$ cat src/rtl/seq_alu_pkg.sv
// Shared definitions for the sequential ALU.
//   op_e    : operation encoding on the op port
//   state_e : control FSM states
//   FLAG_*  : bit positions inside the 4-bit flags word {N, Z, C, V}
package seq_alu_pkg;

  typedef enum logic [1:0] {
    OP_ADD = 2'b00,
    OP_SUB = 2'b01,
    OP_MUL = 2'b10,
    OP_ROR = 2'b11
  } op_e;

  typedef enum logic [1:0] {
    IDLE = 2'b00,
    MUL  = 2'b01,
    DONE = 2'b10
  } state_e;

  localparam int unsigned FLAG_N = 3;
  localparam int unsigned FLAG_Z = 2;
  localparam int unsigned FLAG_C = 1;
  localparam int unsigned FLAG_V = 0;

  function automatic logic [3:0] pack_flags(input logic n, input logic z, input logic c,
                                            input logic v);
    logic [3:0] f;
    f         = '0;
    f[FLAG_N] = n;
    f[FLAG_Z] = z;
    f[FLAG_C] = c;
    f[FLAG_V] = v;
    return f;
  endfunction

endpackage

$ cat src/rtl/seq_alu_mul.sv
// Iterative radix-2 shift-add multiplier, one partial product per cycle.
//   clk, rst_n : clock, asynchronous active-low reset
//   i_start    : load operands, clear accumulator, counter = WIDTH
//   i_a, i_b   : multiplicand, multiplier (sampled on i_start only)
//   o_done     : high during the final step; o_product is then the full product
//   o_product  : accumulator value after the current step (2*WIDTH bits)
module seq_mul_unit #(
  parameter int unsigned WIDTH = 32
) (
  input  logic               clk,
  input  logic               rst_n,
  input  logic               i_start,
  input  logic [WIDTH-1:0]   i_a,
  input  logic [WIDTH-1:0]   i_b,
  output logic               o_done,
  output logic [2*WIDTH-1:0] o_product
);

  localparam int unsigned CntW = $clog2(WIDTH + 1);

  logic [CntW-1:0]    r_cnt;
  logic [2*WIDTH-1:0] r_mcand;
  logic [WIDTH-1:0]   r_mplier;
  logic [2*WIDTH-1:0] r_acc;
  logic [2*WIDTH-1:0] w_acc_step;

  always_comb begin
    w_acc_step = r_acc + (r_mplier[0] ? r_mcand : '0);
    o_done     = (r_cnt == CntW'(1));
    o_product  = w_acc_step;
  end

  // No early exit: the counter always runs the full WIDTH steps.
  always_ff @(posedge clk or negedge rst_n) begin
    if (!rst_n) begin
      r_cnt    <= '0;
      r_mcand  <= '0;
      r_mplier <= '0;
      r_acc    <= '0;
    end else if (i_start) begin
      r_cnt    <= CntW'(WIDTH);
      r_mcand  <= {{WIDTH{1'b0}}, i_a};
      r_mplier <= i_b;
      r_acc    <= '0;
    end else if (r_cnt != '0) begin
      r_cnt    <= r_cnt - CntW'(1);
      r_mcand  <= r_mcand << 1;
      r_mplier <= r_mplier >> 1;
      r_acc    <= w_acc_step;
    end
  end

endmodule

$ cat src/rtl/seq_alu.sv
// Handshaked sequential ALU: add, reverse-subtract, iterative multiply, rotate-right.
//   clk, rst_n          : clock, asynchronous active-low reset
//   in_valid / in_ready : operation handshake (in_ready only in IDLE)
//   in1, in2, op        : operands and opcode, sampled at accept
//   out_valid/out_ready : result handshake; result and flags held until taken
//   result, flags       : result and {N, Z, C, V}
//   result_hi           : high half of the product (only with SEQ_ALU_MUL_HI_EN defined)
module seq_alu
  import seq_alu_pkg::*;
#(
  parameter int unsigned WIDTH   = 32,
  parameter int unsigned SHAMT_W = $clog2(WIDTH)
) (
  input  logic             clk,
  input  logic             rst_n,
  input  logic             in_valid,
  output logic             in_ready,
  input  logic [WIDTH-1:0] in1,
  input  logic [WIDTH-1:0] in2,
  input  logic [1:0]       op,
  output logic             out_valid,
  input  logic             out_ready,
  output logic [WIDTH-1:0] result,
  output logic [3:0]       flags
`ifdef SEQ_ALU_MUL_HI_EN
  ,
  output logic [WIDTH-1:0] result_hi
`endif
);

  state_e             r_state, w_state_d;
  logic [WIDTH-1:0]   r_result, w_result_d;
  logic [3:0]         r_flags, w_flags_d;
`ifdef SEQ_ALU_MUL_HI_EN
  logic [WIDTH-1:0]   r_result_hi, w_result_hi_d;
`endif

  logic               w_accept;
  logic               w_mul_start;
  logic               w_mul_done;
  logic [2*WIDTH-1:0] w_product;

  logic [WIDTH:0]     w_add_full;
  logic [WIDTH-1:0]   w_sub;
  logic [SHAMT_W-1:0] w_ror_amt;
  logic [WIDTH-1:0]   w_ror;
  logic [WIDTH-1:0]   w_alu_res;
  logic               w_alu_c;
  logic               w_alu_v;

  assign w_accept    = in_valid && (r_state == IDLE);
  assign w_mul_start = w_accept && (op_e'(op) == OP_MUL);

  seq_mul_unit #(
    .WIDTH(WIDTH)
  ) u_mul (
    .clk       (clk),
    .rst_n     (rst_n),
    .i_start   (w_mul_start),
    .i_a       (in1),
    .i_b       (in2),
    .o_done    (w_mul_done),
    .o_product (w_product)
  );

  // Single-cycle datapath for add / sub / ror.
  always_comb begin
    w_add_full = {1'b0, in1} + {1'b0, in2};
    w_sub      = in2 - in1;
    w_ror_amt  = in1[SHAMT_W-1:0];
    // A shift by WIDTH yields zero, so amount 0 collapses to in2.
    w_ror      = (in2 >> w_ror_amt) | (in2 << (WIDTH - 32'(w_ror_amt)));

    w_alu_res = '0;
    w_alu_c   = 1'b0;
    w_alu_v   = 1'b0;
    unique case (op_e'(op))
      OP_ADD: begin
        w_alu_res = w_add_full[WIDTH-1:0];
        w_alu_c   = w_add_full[WIDTH];
        w_alu_v   = (in1[WIDTH-1] == in2[WIDTH-1]) && (w_add_full[WIDTH-1] != in1[WIDTH-1]);
      end
      OP_SUB: begin
        w_alu_res = w_sub;
        w_alu_c   = (in2 >= in1);
        w_alu_v   = (in2[WIDTH-1] != in1[WIDTH-1]) && (w_sub[WIDTH-1] != in2[WIDTH-1]);
      end
      OP_ROR: begin
        w_alu_res = w_ror;
        w_alu_c   = w_ror[WIDTH-1];
      end
      OP_MUL: begin
        // Handled by the multiplier unit.
      end
      default: ;
    endcase
  end

  always_comb begin
    w_state_d     = r_state;
    w_result_d    = r_result;
    w_flags_d     = r_flags;
`ifdef SEQ_ALU_MUL_HI_EN
    w_result_hi_d = r_result_hi;
`endif
    unique case (r_state)
      IDLE: begin
        if (w_accept) begin
          if (op_e'(op) == OP_MUL) begin
            w_state_d = MUL;
          end else begin
            w_state_d     = DONE;
            w_result_d    = w_alu_res;
            w_flags_d     = pack_flags(w_alu_res[WIDTH-1], w_alu_res == '0, w_alu_c, w_alu_v);
`ifdef SEQ_ALU_MUL_HI_EN
            w_result_hi_d = '0;
`endif
          end
        end
      end
      MUL: begin
        if (w_mul_done) begin
          w_state_d     = DONE;
          w_result_d    = w_product[WIDTH-1:0];
          w_flags_d     = pack_flags(w_product[WIDTH-1], w_product[WIDTH-1:0] == '0,
                                     w_product[2*WIDTH-1:WIDTH] != '0, 1'b0);
`ifdef SEQ_ALU_MUL_HI_EN
          w_result_hi_d = w_product[2*WIDTH-1:WIDTH];
`endif
        end
      end
      DONE: begin
        if (out_ready) begin
          w_state_d = IDLE;
        end
      end
      default: w_state_d = IDLE;
    endcase
  end

  always_ff @(posedge clk or negedge rst_n) begin
    if (!rst_n) begin
      r_state     <= IDLE;
      r_result    <= '0;
      r_flags     <= '0;
`ifdef SEQ_ALU_MUL_HI_EN
      r_result_hi <= '0;
`endif
    end else begin
      r_state     <= w_state_d;
      r_result    <= w_result_d;
      r_flags     <= w_flags_d;
`ifdef SEQ_ALU_MUL_HI_EN
      r_result_hi <= w_result_hi_d;
`endif
    end
  end

  assign in_ready  = (r_state == IDLE);
  assign out_valid = (r_state == DONE);
  assign result    = r_result;
  assign flags     = r_flags;
`ifdef SEQ_ALU_MUL_HI_EN
  assign result_hi = r_result_hi;
`endif

endmodule
$ cat config.mk
export PLATFORM = sky130hd
export DESIGN_NAME = seq_alu
export DESIGN_NICKNAME = d
export VERILOG_FILES = /design/src/rtl/seq_alu_pkg.sv /design/src/rtl/seq_alu_mul.sv /design/src/rtl/seq_alu.sv
export SDC_FILE = /design/constraint.sdc
export NUM_CORES = 1
export LEC_CHECK = 0
export ABC_AREA = 1
export CAP_MARGIN = 30
export CORE_MARGIN = 8
export CORE_UTILIZATION = 35
export DETAILED_ROUTE_END_ITERATION = 8
export GPL_TIMING_DRIVEN = 0
export SLEW_MARGIN = 5
export SYNTH_ARGS = -nofsm -noshare
export SYNTH_HDL_FRONTEND = slang
export SYNTH_SLANG_ARGS = --single-unit
export TNS_END_PERCENT = 5
$ cat constraint.sdc
create_clock -name clk -period 3.34 [get_ports clk]
set_clock_uncertainty 0.1 [all_clocks]
set_input_delay 0.668 -clock clk [delete_from_list [all_inputs] [get_ports clk]]
set_output_delay 0.668 -clock clk [all_outputs]
set_load 0.02 [all_outputs]
==> flow_summary_export.csv, run 1 <==
group,metric,value,unit
place,dp_cells,4766,
outcome,violations,"negative setup slack",
flow_run,cap_violations,0,
cts,clock-sinks,203,
worst_setup_path,cp-end-kind,"flip-flop",
global_route,grt_pass1_wl,152.6,mm
timing,worstMarginPinSlew,0.8394,ns
cts,cts_hold_buf,0,
cts,clock-root-buffer,"clkbuf_16",
detailed_routing,wl_per_cell,21.78,um
synthesis,ys_async_sr_fraction,100.0,%
detailed_routing,ant_nets,0,
hold_path,hold_path.class,"in -> async",
timing,fin_crit,3.396,ns
cts,cts_htree_levels,1,
power_and_ir_drop,pwr-share-seq,23.9,%
global_route,grt_pass1_vias,24802,
synthesis,synthesis.area,22240,sq um
floorplan,rows,92,
power_and_ir_drop,power.leakage,13.93,nW
worst_setup_path,arrival,3.72,ns
worst_setup_path,crit_fanout,5,
floorplan,dieHeight,268.1,um
timing,fmax,0.2945,GHz
cells_and_area,final_core_util,45.41,%
timing,setup-tns-final,-0.08787,ns
cells_and_area,drive_gt1_share,17.62,%
cts,path_clk_slew,0.06,ns
global_route,antenna_found_initial,0,
synthesis,post-synth-top-area-cell,"dfrtp_1",
cells_and_area,antenna_cells,0,
synthesis,syn-num-nets,4018,
timing,rsz0062_at_grt,"yes",
synthesis,synth_edf_count,0,
synthesis,synth_seq_cells,203,
worst_setup_path,cp.required,3.67,ns
cells_and_area,fillers,6654,
global_route,grt_max_degree,112,
synthesis,avgSynthCellArea,5.833,sq um
global_route,track_usage,27.66,%
timing,setup_viol,3,
cells_and_area,final_cells,4859,
floorplan,start_util,35.33,%
power_and_ir_drop,power.share.clock,14.4,%
worst_setup_path,critical_path_class,"reg -> reg",
floorplan,dieArea,71870,sq um
detailed_routing,drt_wl_total,105.8,mm
timing,setup_slack,-0.05606,ns
cts,cts_max_path_buffers,3,
place,numPortBuffers,106,
synthesis,synth_top_area_share,22.84,%
cts,numCtsBuffers,23,
detailed_routing,drc,0,
detailed_routing,viasPerCell,5.588,
synthesis,yosysSeqAreaShare,22.84,%
power_and_ir_drop,p_int,9.343,mW
timing,finalHoldViolCount,0,
cts,cts_tree,"built",
power_and_ir_drop,ir_drop,0.4720,mV
synthesis,yosysWarnings,0,
cells_and_area,syn2layout_area_growth,28.55,%
timing,slew_violations,0,
place,gp_congestion,1.030,
cells_and_area,final_net_count,4203,
timing,slew_headroom,43.83,%
global_route,grt_overflow,0,
synthesis,synth_area_leaders,"dfrtp_1 23%, nand2_1 21%, nand3_1 12%",
power_and_ir_drop,p_sw,9.180,mW
floorplan,die-width,268.1,um
power_and_ir_drop,p_sw_share,49.56,%
floorplan,top_level_ports,108,
place,hpwl,85.05,mm
power_and_ir_drop,total_power,18.52,mW
detailed_routing,vias,27154,
outcome,status,"finished, violations left",
detailed_routing,drtPass1Iterations,8,
power_and_ir_drop,p_comb_share,61.7,%
synthesis,synth_cell_types,49,
worst_setup_path,start_kind,"flip-flop",
synthesis,synthCells,3813,
power_and_ir_drop,power_density,647.8,nW/um^2
detailed_routing,first_iter_violations,3110,
cts,clock_latency,0.55,ns
synthesis,synthFlopType,"dfrtp_1",
floorplan,core,62970,sq um
timing,post-route-period-util,101.7,%
[cell type report]
| class | count | area (sq um) | share of cell area [%] |
|---|---|---|---|
| multi-input combinational | 2926 | 17220 | 60.21 |
| timing repair buffer | 164 | 1587 | 5.549 |
| clock buffer | 34 | 666.9 | 2.332 |
| inverter | 548 | 2067 | 7.229 |
| clock inverter | 6 | 105.1 | 0.3676 |
| tap | 846 | 1059 | 3.702 |
| buffer | 132 | 809.5 | 2.831 |
| sequential | 203 | 5084 | 17.78 |
[path summary, 6_finish.rpt]
check	start	to	slack, ns	cells after the start
worst max-delay path	u_mul.r_mplier[0]$_DFFE_PN0P_	flags[1]$_DFFE_PN0P_	-0.06	21
worst min-delay path	rst_n	u_mul.r_acc[26]$_DFFE_PN0P_	0.04	1
worst max register to register	u_mul.r_mplier[0]$_DFFE_PN0P_	flags[1]$_DFFE_PN0P_	-0.06	21
worst min register to register	u_mul.r_mplier[25]$_DFFE_PN0P_	u_mul.r_mplier[24]$_DFFE_PN0P_	0.38	2
max in group asynchronous	rst_n	u_mul.r_mplier[0]$_DFFE_PN0P_	1.97	2
min in group clk	u_mul.r_mplier[25]$_DFFE_PN0P_	u_mul.r_mplier[24]$_DFFE_PN0P_	0.38	2
[Yosys cell counts, types with 3 or more instances]
master and number:
nand2_1 1231, inv_1 537, nand3_1 536, nor2_1 356, dfrtp_1 203, a21oi_1 184
o21ai_0 158, ha_1 132, clkbuf_1 69, o211ai_1 46, o221ai_1 46, nand4_1 36
buf_2 35, o22ai_1 33, nor3_1 29, o21bai_1 23, a22o_1 19, nand3b_1 15
buf_1 14, xor2_1 14, buf_4 11, and2_1 10, inv_2 9, a21o_1 8
xnor2_1 7, a21boi_0 5, o31ai_1 5, buf_6 4, clkbuf_2 3, fa_1 3
nand2_2 3, nor4_1 3
[critical path, stage by stage (launching register included)]
cell and delay (ns):
dfrtp_4 0.51, buf_8 0.16, clkbuf_16 0.16, nand2_1 0.07, inv_1 0.07, ha_4 0.34
nand2_1 0.13, nor2_2 0.20, and2_1 0.15, inv_1 0.09, nor2_1 0.17, nand3_2 0.14
nand3_1 0.12, nand2_1 0.06, nand2_1 0.11, nand2_1 0.08, nor2_2 0.11, nand2_2 0.09
nor2_4 0.16, nand3_4 0.13, nand2_2 0.08, nand2_1 0.04
[cells by family after synthesis]
logic type / synth area share (%)
simple gates: 41.95
buf+inv: 12.09
compound gates: 14.43
flops: 22.84
fa+ha+maj: 7.695
xor+xnor: 0.9507
mux: 0.04500
[power groups by stage]
stage	Sequential (mW)	Combinational, mW	Clock (mW)
final	4.43	11.4	2.67
after global routing	4.54	12.3	2.81
after CTS	4.28	9.33	2.70
after detailed placement	4.25	8.78	0
after global placement	4.25	8.73	0
after floorplan	4.23	5.56	0
[sequential cells by signal, summed over array words and instances, names as in the netlist]
name,cells
u_mul.r_acc,64
u_mul.r_mcand,64
result,32
u_mul.r_mplier,32
u_mul.r_cnt,6
flags,3
r_state,2
[metrics by stage]
stage | hold slack, ns | setup slack (ns) | instance area (sq um)
3_5_place_dp | 0.3725 | -2.051 | 24390
5_1_grt | 0.1086 | -0.1454 | 28590
2_1_floorplan | 0.2724 | 0.08752 | 22240
3_3_place_gp | 0.3658 | -7.443 | 24360
6_report | 0.04188 | -0.05606 | 28590
4_1_cts | 0.07793 | -0.1071 | 26020
[routing by layer]
layer  global-route usage (%)  share of wire (%)  up-vias
met1                    37.31                 41    12656
met3                    4.108                9.8      280
met4                    12.97                6.0        0
li1                         -                  -    12796
met5                        0                  0        -
met2                    43.25                 43     1422
[cells in the final DEF, fill, tap and decap left out, drive strengths merged, types with 23 or more instances in the layout]
cell type,synthesis,layout
inv,547,547
nand4,36,36
buf,64,120
o211ai,46,46
o21bai,23,23
dfrtp,203,203
nor3,29,29
nand3,539,539
ha,132,132
clkdlybuf4s50,0,75
o22ai,33,33
nor2,360,360
o21ai,160,160
o221ai,46,46
clkbuf,72,108
nand2,1235,1235
a21oi,185,185
[repair_timing]
item,in CTS,in global routing
setup buffers,11,42
pin swaps,15,105
gates cloned,1,3
resized for setup,260,580
setup endpoints to repair,198,45
No activity file was read; power rests on OpenSTA's default activity.
==> run 2: changes to the inputs <==
--- a/config.mk
+++ b/config.mk
@@ -8,11 +8,11 @@
 export ABC_AREA = 1
 export CAP_MARGIN = 30
 export CORE_MARGIN = 8
-export CORE_UTILIZATION = 35
+export CORE_UTILIZATION = 40
+export CTS_BUF_LIST = sky130_fd_sc_hd__clkbuf_4 sky130_fd_sc_hd__clkbuf_8
 export DETAILED_ROUTE_END_ITERATION = 8
 export GPL_TIMING_DRIVEN = 0
 export SLEW_MARGIN = 5
 export SYNTH_ARGS = -nofsm -noshare
 export SYNTH_HDL_FRONTEND = slang
 export SYNTH_SLANG_ARGS = --single-unit
-export TNS_END_PERCENT = 5
==> flow_summary_export.csv, run 2 (synthesis results as in run 1) <==
group,metric,value,unit
floorplan,die-width,251.8,um
worst_setup_path,start_kind,"primary input",
cts,cts_tree,"built",
timing,fmax,0.2960,GHz
timing,fin_crit,3.378,ns
power_and_ir_drop,power.leakage,13.76,nW
worst_setup_path,r2r_cells,21,
detailed_routing,ant_nets,0,
floorplan,dieArea,63410,sq um
cts,clock_latency,0.57,ns
cells_and_area,top_regs,"u_mul.r_acc (64), u_mul.r_mcand (64)",
timing,setup_viol,1,
cells_and_area,syn2layout_area_growth,26.25,%
power_and_ir_drop,total_power,17.90,mW
hold_path,hold_path.class,"in -> async",
cts,cts_htree_levels,2,
detailed_routing,vias,27190,
worst_setup_path,cp-end-kind,"flip-flop",
detailed_routing,viasPerCell,5.682,
cts,numCtsBuffers,34,
timing,setup-tns-final,-0.03810,ns
outcome,violations,"negative setup slack",
detailed_routing,drt_wl_total,106.0,mm
detailed_routing,wl_per_cell,22.15,um
cts,cts_max_path_buffers,3,
cells_and_area,antenna_cells,0,
worst_setup_path,arrival,3.75,ns
worst_setup_path,ff2ff_setup_slack,0.08,ns
timing,setup_slack,-0.03810,ns
detailed_routing,drtPass1Iterations,7,
timing,worstMarginPinSlew,0.9225,ns
global_route,antenna_found_initial,0,
cts,clock-sinks,203,
cts,path_clk_slew,0.06,ns
power_and_ir_drop,power_density,637.4,nW/um^2
floorplan,core,55090,sq um
cells_and_area,drive_gt1_share,17.04,%
floorplan,dieHeight,251.8,um
power_and_ir_drop,ir_drop,0.3562,mV
worst_setup_path,cp.required,3.72,ns
detailed_routing,first_iter_violations,2756,
global_route,grt_pass1_vias,25443,
place,dp_cells,4668,
timing,rsz0062_at_grt,"yes",
worst_setup_path,critical_path_class,"in -> reg",
floorplan,start_util,40.37,%
worst_setup_path,crit_fanout,12,
global_route,grt_max_degree,109,
cells_and_area,final_net_count,4223,
global_route,grt_pass1_wl,155.2,mm
cts,cts_hold_buf,0,
floorplan,rows,86,
detailed_routing,drc,0,
outcome,status,"finished, violations left",
global_route,track_usage,31.76,%
global_route,grt_overflow,0,
timing,slew_violations,0,
place,numPortBuffers,106,
timing,finalHoldViolCount,0,
cells_and_area,final_cells,4785,
place,hpwl,85.29,mm
cells_and_area,layout_common_cells,"1108 x nand2_1, 508 x inv_1, 498 x nand3_1",
timing,slew_headroom,38.27,%
cells_and_area,final_common_cell,"nand2_1",
floorplan,top_level_ports,108,
cells_and_area,final_core_util,50.97,%
timing,post-route-period-util,101.1,%
cts,clock-root-buffer,"clkbuf_8",
flow_run,cap_violations,0,
place,gp_congestion,1.026,
run 2: layout make-up:
class	instances	area, sq um
Fill cell	5888	27010
Multi-Input combinational cell	2926	16800
Sequential cell	203	5081
Inverter	548	2071
Timing Repair Buffer	173	1618
Tap cell	748	935.9
Buffer	132	847.1
Clock buffer	49	624.3
Clock inverter	6	102.6
run 2: layer usage:
metal	wire length [um]	global-route usage, %	vias to the layer above	part of all wire, %
li1	-	-	12826	-
met1	44040	41.65	12782	42
met2	46950	50.91	1296	44
met3	8864	5.104	286	8.4
met4	6157	14.83	0	5.8
met5	0	0	-	0
run 2: stage by stage:
stage          worst slack, ns  area, sq um  hold slack (ns)
2_1_floorplan          0.08752        22240           0.2724
3_3_place_gp            -7.422        24240           0.3664
3_5_place_dp            -2.083        24270           0.3711
4_1_cts              0.0004752        26240          0.05214
5_1_grt               -0.04238        28080          0.08941
6_report              -0.03810        28080          0.01957
run 2: power by group:
part	internal (mW)	switching [mW]
clock	1.36	1.10
sequential	3.53	0.819
combinational	4.06	7.03
run 2: timing repair:
action / in CTS / in global routing
endpoints found under the setup margin: 197 / 12
gates resized for setup: 319 / 459
hold endpoints to repair: 0 / 0
buffers inserted: 23 / 41
pin swaps: 35 / 89
cloned: 2 / 0
run 2: path summary, 6_finish.rpt:
path | to | startpoint
hold / removal | result[19]$_DFFE_PN0P_ | rst_n
max in group asynchronous | u_mul.r_mplier[0]$_DFFE_PN0P_ | rst_n
setup / recovery | flags[2]$_DFFE_PN0P_ | in1[1]
hold reg to reg | u_mul.r_mplier[15]$_DFFE_PN0P_ | u_mul.r_mplier[16]$_DFFE_PN0P_
min in group clk | u_mul.r_mplier[15]$_DFFE_PN0P_ | u_mul.r_mplier[16]$_DFFE_PN0P_
setup reg to reg | flags[1]$_DFFE_PN0P_ | u_mul.r_mplier[0]$_DFFE_PN0P_
run 2: worst max-delay path: stages:
cell,delay [ns]
clkdlybuf4s18_2,0.28
buf_8,0.16
inv_2,0.06
buf_12,0.15
ha_2,0.38
clkbuf_4,0.25
nand3_1,0.15
nand3_1,0.15
nand3_1,0.13
nand3_1,0.17
nand3_1,0.11
nand2_1,0.14
nand2_1,0.10
nor2_4,0.19
nand2_1,0.09
nor2_1,0.15
nand3_1,0.10
nor2_1,0.10
nand2_1,0.07
a21oi_1,0.14
